File: config.mk
export PLATFORM = sky130hd
export DESIGN_NAME = npu_result_reader
export DESIGN_NICKNAME = d
export VERILOG_FILES = /design/src/rtl/npu_result_reader.sv
export SDC_FILE = /design/constraint.sdc
export NUM_CORES = 1
export LEC_CHECK = 0
export BUFFER_PORTS_ARGS = -buffer_cell sky130_fd_sc_hd__buf_2
export CORE_MARGIN = 2
export CORE_UTILIZATION = 53
export DETAILED_ROUTE_END_ITERATION = 6
export GPL_TIMING_DRIVEN = 1
export PLACE_DENSITY = 0.77
export SLEW_MARGIN = 20
export SYNTH_ARGS = -nofsm -noshare
export SYNTH_HDL_FRONTEND = slang
export SYNTH_SLANG_ARGS = --single-unit
File: constraint.sdc
create_clock -name clk -period 7.51 [get_ports clk]
set_clock_uncertainty 0.2 [all_clocks]
set_input_delay 0.751 -clock clk [delete_from_list [all_inputs] [get_ports clk]]
set_output_delay 0.751 -clock clk [all_outputs]
set_load 0.02 [all_outputs]
File: src/rtl/npu_result_reader.sv
// npu_result_reader: snapshots the PE accumulators on a capture pulse, then
// streams requantized results (shift, optional ReLU, saturate) over a
// valid/ready port, one word per handshake, tagged with the PE index.
//
// state | meaning
// ------+---------------------------------------------------------------
// IDLE  | waiting for capture; shadow registers hold the last snapshot
// SEND  | presenting shadow[idx] on the output port until accepted
// DONE  | one-cycle completion pulse, then back to IDLE
module npu_result_reader #(
    parameter int N     = 10,
    parameter int W_ACC = 16,
    parameter int W_OUT = 8,
    parameter int IDX_W = 4,
    parameter int SH_W  = 4
) (
    input  logic               clk,
    input  logic               rst_n,
    input  logic               capture,
    input  logic [N*W_ACC-1:0] pe_result,
    input  logic [SH_W-1:0]    shift_amt,
    input  logic               relu_en,
    output logic               out_valid,
    input  logic               out_ready,
    output logic [W_OUT-1:0]   out_data,
    output logic [IDX_W-1:0]   out_idx,
    output logic               busy,
    output logic               done,
    output logic               capture_err,
    input  logic               clear_err
);

    typedef enum logic [1:0] {
        IDLE = 2'd0,
        SEND = 2'd1,
        DONE = 2'd2
    } state_t;

    // Saturation bounds expressed at accumulator width
    localparam logic signed [W_ACC-1:0] OUT_MAX =
        {{(W_ACC-W_OUT+1){1'b0}}, {(W_OUT-1){1'b1}}};
    localparam logic signed [W_ACC-1:0] OUT_MIN =
        {{(W_ACC-W_OUT+1){1'b1}}, {(W_OUT-1){1'b0}}};

    state_t                  state;
    state_t                  state_nxt;
    logic signed [W_ACC-1:0] shadow [N];
    logic [SH_W-1:0]         sh_q;
    logic                    relu_q;
    logic [IDX_W-1:0]        idx;
    logic                    last_word;
    logic                    accept;
    logic                    start;
    logic signed [W_ACC-1:0] shifted;
    logic signed [W_ACC-1:0] rectified;
    logic [W_OUT-1:0]        saturated;

    assign last_word = (idx == IDX_W'(N - 1));
    assign accept    = (state == SEND) && out_ready;
    assign start     = (state == IDLE) && capture;

    // State register
    always_ff @(posedge clk) begin
        if (rst_n) begin
            state <= IDLE;
        end else begin
            state <= state_nxt;
        end
    end

    // Next-state and Moore outputs
    always_comb begin
        state_nxt = state;
        out_valid = 1'b0;
        busy      = 1'b1;
        done      = 1'b0;
        case (state)
            IDLE: begin
                busy = 1'b0;
                if (capture) begin
                    state_nxt = SEND;
                end
            end
            SEND: begin
                out_valid = 1'b1;
                if (out_ready && last_word) begin
                    state_nxt = DONE;
                end
            end
            DONE: begin
                done      = 1'b1;
                state_nxt = IDLE;
            end
            default: begin
                state_nxt = IDLE;
            end
        endcase
    end

    // Snapshot of accumulators and requant settings, taken only from IDLE
    always_ff @(posedge clk) begin
        if (rst_n) begin
            for (int i = 0; i < N; i++) begin
                shadow[i] <= '0;
            end
            sh_q   <= '0;
            relu_q <= 1'b0;
        end else if (start) begin
            for (int i = 0; i < N; i++) begin
                shadow[i] <= pe_result[i*W_ACC +: W_ACC];
            end
            sh_q   <= shift_amt;
            relu_q <= relu_en;
        end
    end

    // Readout index: cleared on a fresh capture, advanced on each non-final accept
    always_ff @(posedge clk) begin
        if (rst_n) begin
            idx <= '0;
        end else if (start) begin
            idx <= '0;
        end else if (accept && !last_word) begin
            idx <= idx + 1'b1;
        end
    end

    // Sticky error for captures outside IDLE; a new error wins over clear
    always_ff @(posedge clk) begin
        if (rst_n) begin
            capture_err <= 1'b0;
        end else if (capture && (state != IDLE)) begin
            capture_err <= 1'b1;
        end else if (clear_err) begin
            capture_err <= 1'b0;
        end
    end

    // Requantization: arithmetic shift, optional ReLU, signed saturation
    always_comb begin
        shifted   = shadow[idx] >>> sh_q;
        rectified = shifted;
        if (relu_q && (shifted < 0)) begin
            rectified = '0;
        end
        saturated = rectified[W_OUT-1:0];
        if (rectified > OUT_MAX) begin
            saturated = OUT_MAX[W_OUT-1:0];
        end else if (rectified < OUT_MIN) begin
            saturated = OUT_MIN[W_OUT-1:0];
        end
    end

    // Output port is zero outside SEND
    always_comb begin
        out_data = '0;
        out_idx  = '0;
        if (state == SEND) begin
            out_data = saturated;
            out_idx  = idx;
        end
    end

endmodule

==> results of run 1 <==
[through the flow]
step                      area (sq um)  hold slack (ps)  power, uW
after floorplan                   8770              287       1460
after global placement            9800              250       1580
after detailed placement          9800              267       1590
after CTS                        10400              275       2530
after global routing             10400              300       2610
final                            10400              271       2510
[critical path, cell delays in order, from the launching register on]
cell       delay [ps]
dfxtp_4           760
buf_4             560
mux2i_1           150
a22o_1            230
o31ai_1           460
mux4_2            370
a2bb2oi_1         310
a41oi_2           200
o31ai_4           330
a21o_1            170
buf_2             160
[cells by family after synthesis]
logic type | Yosys count | share of synthesized area
AOI/OAI and AO/OA | 114 | 0.0994
xor gates and xnor gates | 3 | 0.00300
adders and majority gates | 2 | 0.00285
buffers and inverters | 56 | 0.0320
DFF | 176 | 0.584
muxes | 78 | 0.121
and+or+nand+nor | 243 | 0.157
[cell usage in the layout (no fill, tap or decap), drive strengths merged, types with 5 or more instances in the layout]
cell	netlist	routed
dfxtp	16	16
a22o	12	12
nand2	27	27
o31ai	8	8
buf	12	191
mux2i	52	52
clkbuf	32	17
a211oi	7	7
mux4	21	21
a21o	9	9
a21oi	16	16
nor2	29	29
o21ai	8	8
o31a	5	5
a22oi	5	5
nand2b	5	5
o22ai	12	12
mux2	5	5
inv	11	20
edfxtp	160	160
and2	165	165
[area by class of cell]
class / count / area [sq um]
Fill cell: 1268 / 5910
Inverter: 12 / 50.0
Clock buffer: 17 / 425
Timing Repair Buffer: 191 / 975
Sequential cell: 176 / 5130
Multi-Input combinational cell: 440 / 3370
Clock inverter: 15 / 216
Tap cell: 220 / 275
[worst max path at each step]
| stage | from | to | depth (start not counted) |
|---|---|---|---|
| final | flop | out_data[2] | 10 |
| after global routing | flop | out_data[4] | 10 |
| after CTS | flop | out_data[2] | 10 |
| after detailed placement | flop | out_data[2] | 10 |
| after global placement | flop | out_data[6] | 10 |
| after floorplan | capture | shadow[0][0] | 2 |
[sequential cells by signal, indices dropped and copies added (netlist names), named ones only]
register,count
sh_q,4
shadow,160
capture_err,1
idx,4
state,2
relu_q,1
[power breakdown]
part	leakage (uW)	total, uW	internal, uW	switching [uW]
clock	0.000311	948	542	406
combinational	0.00206	372	161	211
sequential	0.00186	1190	1160	34.2
[layer usage]
| metal | vias up | global-route usage | wire (microns) |
|---|---|---|---|
| met2 | 209 | 0.399 | 10300 |
| li1 | 2833 | - | - |
| met4 | 0 | 0.0687 | 302 |
| met1 | 2883 | 0.320 | 8880 |
| met5 | - | 0 | 0 |
| met3 | 17 | 0.0533 | 1110 |
==> impl_metrics.tcl, run 1 <==
set metrics [dict create \
    ys_types 63 \
    io_pins 186 \
    avgSynthCellArea_sq_um 13.1 \
    path_max_fanout 37 \
    start_util 0.536 \
    outcome "completed" \
    cts_buffer_depth 2 \
    power_density_mw_per_mm2 241 \
    overflow 0 \
    grt_max_degree 167 \
    drt-initial-drc-count 499 \
    syn-num-nets 844 \
    timing.fmax_mhz 195 \
    fin_ws_ps 2390 \
    coreArea_sq_mm 0.0163 \
    synth_top_cells_by_area "edfxtp_1 (55%), and2_1 (12%), mux2i_1 (5.8%), mux4_2 (5.4%), dfxtp_1 (3.7%)" \
    syn2layout_area_growth_pct 19.1 \
    synthDominantCellAreaShare 0.548 \
    yosys.area.top_type "edfxtp_1" \
    drtAntennaViolNets 0 \
    rr_startpoint "state[1]" \
    root_buffer "clkbuf_16" \
    hold_end "capture_err" \
    track_usage 0.240 \
    clock_sinks 176 \
    dp.cells 1039 \
    setup_tns_ps 0 \
    ys_seq_area_frac 0.584 \
    antenna_found_initial 0 \
    vias 5942 \
    cp-start-kind "flop" \
    drive_above_1_share 0.309 \
    rsz0062_at_grt "no" \
    post-place-ws_ps 2840 \
    netlist_top_cells_count "and2_1 (164), edfxtp_1 (160), mux2i_1 (51), clkbuf_1 (32), nor2_1 (29)" \
    syn_inst 672 \
    setup_viol_count_final 0 \
    min_period_ps 5120 \
    slew_violations 0 \
    insertion_delay_ps 430 \
    wirelength_microns 20600 \
    synth_edf_count 160 \
    instances_no_fill 1071 \
    cts.clk_slew.worst_paths_ps 70 \
    portBuffers 185 \
    postCtsSetupBuffers 0 \
    post_cts_resized 0 \
    worstHoldStart "capture_err" \
    tightest_slew_ps 1070 \
    firstDrtPassIters 7 \
    wl_per_cell_microns 19.2 \
    period_share 0.681 \
    worstPathRequired_ps 6560 \
    hp-class "flop to flop" \
    slew_headroom 0.285 \
    die_h_microns 133 \
    hold_viol_final 0 \
    maxCapViolCount 0 \
    antenna_cells 0 \
    drc_errors 0 \
    min_path_cells 2 \
    grt_first_pass_wirelength_microns 32200 \
    final_core_util 0.639 \
    leakagePower_uw 0.00423 \
    grt_pass1_vias 6033 \
    via_per_inst 5.55 \
    synth_ff_type "edfxtp_1" \
    dpl.hpwl_microns 14700 \
    async_flop_share 0 \
    r2r_end "shadow[0][0]" \
    endpoint_kind "output pin" \
    die_w_microns 133 \
    die_area_sq_mm 0.0176 \
    synth_most_common_cell "and2_1" \
    nets 1010 \
    path_class "flop to output pin" \
    cts_htree_levels 4 \
    globalplace.congestion 0.851 \
    cts_hold_buf 0 \
    r2r_cells 4 \
    r2r_slack_ps 4700 \
    numCtsBuffers 17 \
    worst_ep_arrival_time_ps 4170 \
    peakVddDrop_mv 0.161 \
    row_count 47 \
    cts_tree "done" \
    yosysWarnings 0 \
    syn_area_sq_mm 0.00877 \
    ys_ff_latch 176 \
]
Power figures use the tool's default switching activity.
==> run 2: changes to the inputs <==
Clock period 7.51 ns to 5.05 ns, I/O delays scaled along.
==> impl_metrics.tcl, run 2 (synthesis results as in run 1) <==
set metrics [dict create \
    outcome "completed" \
    final_common_cell "buf_2" \
    grt_max_degree 167 \
    cts.clk_slew.worst_paths_ps 80 \
    cts_tree "done" \
    timing.fmax_mhz 213 \
    slew_violations 0 \
    root_buffer "clkbuf_16" \
    syn2layout_area_growth_pct 19.2 \
    worst_ep_arrival_time_ps 3980 \
    fin_ws_ps 363 \
    clock_sinks 176 \
    cp-start-kind "flop" \
    period_share 0.928 \
    max_stage_delay_ps 810 \
    regMostFlops "shadow" \
    overflow 0 \
    reg_top3 "shadow (160), idx (4), sh_q (4)" \
    path_max_fanout 41 \
    final_cell_mix "buf_2 (185), and2_1 (164), edfxtp_1 (160)" \
    hold_viol_final 0 \
    drtAntennaViolNets 0 \
    wl_per_cell_microns 20.1 \
    coreArea_sq_mm 0.0163 \
    cts_buffer_depth 2 \
    grt_first_pass_wirelength_microns 33300 \
    firstDrtPassIters 5 \
    dpl.hpwl_microns 15500 \
    drc_errors 0 \
    postCtsSetupBuffers 0 \
    slew_headroom 0.345 \
    via_per_inst 5.63 \
    cts_hold_buf 0 \
    globalplace.congestion 0.835 \
    rsz0062_at_grt "no" \
    cts_htree_levels 4 \
    start_util 0.536 \
    crit_chain "mux2i_1 -> a22o_1 -> o31ai_1 -> mux4_2 -> a2bb2oi_1 -> a41oi_2 -> o31ai_4 -> a21o_1 -> buf_2" \
    numCtsBuffers 17 \
    maxCapViolCount 0 \
    antenna_cells 0 \
    antenna_found_initial 0 \
    hp-class "input pin to flop" \
    drt-initial-drc-count 483 \
    instances_no_fill 1075 \
    tightest_slew_ps 982 \
    setup_tns_ps 0 \
    path_class "flop to output pin" \
    post-place-ws_ps 847 \
    worstPathRequired_ps 4350 \
    track_usage 0.250 \
    final_core_util 0.639 \
    nets 1014 \
    path_buf_inv 1 \
    dp.cells 1043 \
    portBuffers 185 \
    drive_above_1_share 0.312 \
    row_count 47 \
    crit_path_top_delay_cell "dfxtp_4" \
    post_cts_resized 0 \
    min_period_ps 4690 \
    die_h_microns 133 \
    power_density_mw_per_mm2 353 \
    leakagePower_uw 0.00424 \
    wirelength_microns 21700 \
    die_area_sq_mm 0.0176 \
    peakVddDrop_mv 0.244 \
    die_w_microns 133 \
    grt_pass1_vias 6181 \
    crit_family "compound AO/OA/AOI/OAI gates" \
    endpoint_kind "output pin" \
    insertion_delay_ps 430 \
    io_pins 186 \
    largest_register_ffs 160 \
    vias 6052 \
    setup_viol_count_final 0 \
]
## run 2: cell count changes in the layout (fill, tap and decap cells not counted), sizes merged
cell	delta
bufinv	-2
inv	-1
clkinvlp	-1
clkinv	+4
buf	+4
## run 2: area by class of cell
cell class              count  area, sq um
clock buffers              17          425
fillers                  1333         5900
multi-input cells         440         3370
repair buffers            195         1000
clock inverters            15          194
well taps                 220          275
inverters                  12         50.0
flip-flops and latches    176         5130
## run 2: power by group
group	internal (uW)	total, uW	leakage [uW]	switching (uW)
Sequential	1720	1780	0.00186	56.4
Combinational	242	560	0.00208	318
Clock	716	1350	0.000302	636
Total	2680	3690	0.00424	1010
## run 2: path summary, 6_finish.rpt
kind,depth (start not counted),end,slack [ps],from
worst max-delay path,9,out_data[1],360,flop
worst min-delay path,3,sh_q[2],70,shift_amt[2]
worst max register to register,4,shadow[4][14],2510,state[1]
worst min register to register,2,capture_err,280,capture_err
## run 2: worst reg2reg max path: cells and delay by family, from the launching register on
family	cells	cell delay, ps
and+or+nand+nor	1	170
AOI/OAI and AO/OA	1	190
DFF	1	330
buffers and inverters	2	1300
## run 2: metal layers
layer | vias to the layer above | part of all wire | GRT usage
met4 | 0 | 0.016 | 0.0741
met3 | 27 | 0.049 | 0.0494
met5 | - | 0 | 0
li1 | 2834 | - | -
met2 | 194 | 0.51 | 0.428
met1 | 2997 | 0.43 | 0.325
## run 2: through the flow
stage / power [uW] / area, sq um / hold slack, ps
6_report: 3690 / 10500 / 72.2
5_1_grt: 3820 / 10500 / 80.4
4_1_cts: 3710 / 10400 / 60.0
3_5_place_dp: 2370 / 9830 / 275
3_3_place_gp: 2350 / 9830 / 250
2_1_floorplan: 2160 / 8770 / 287
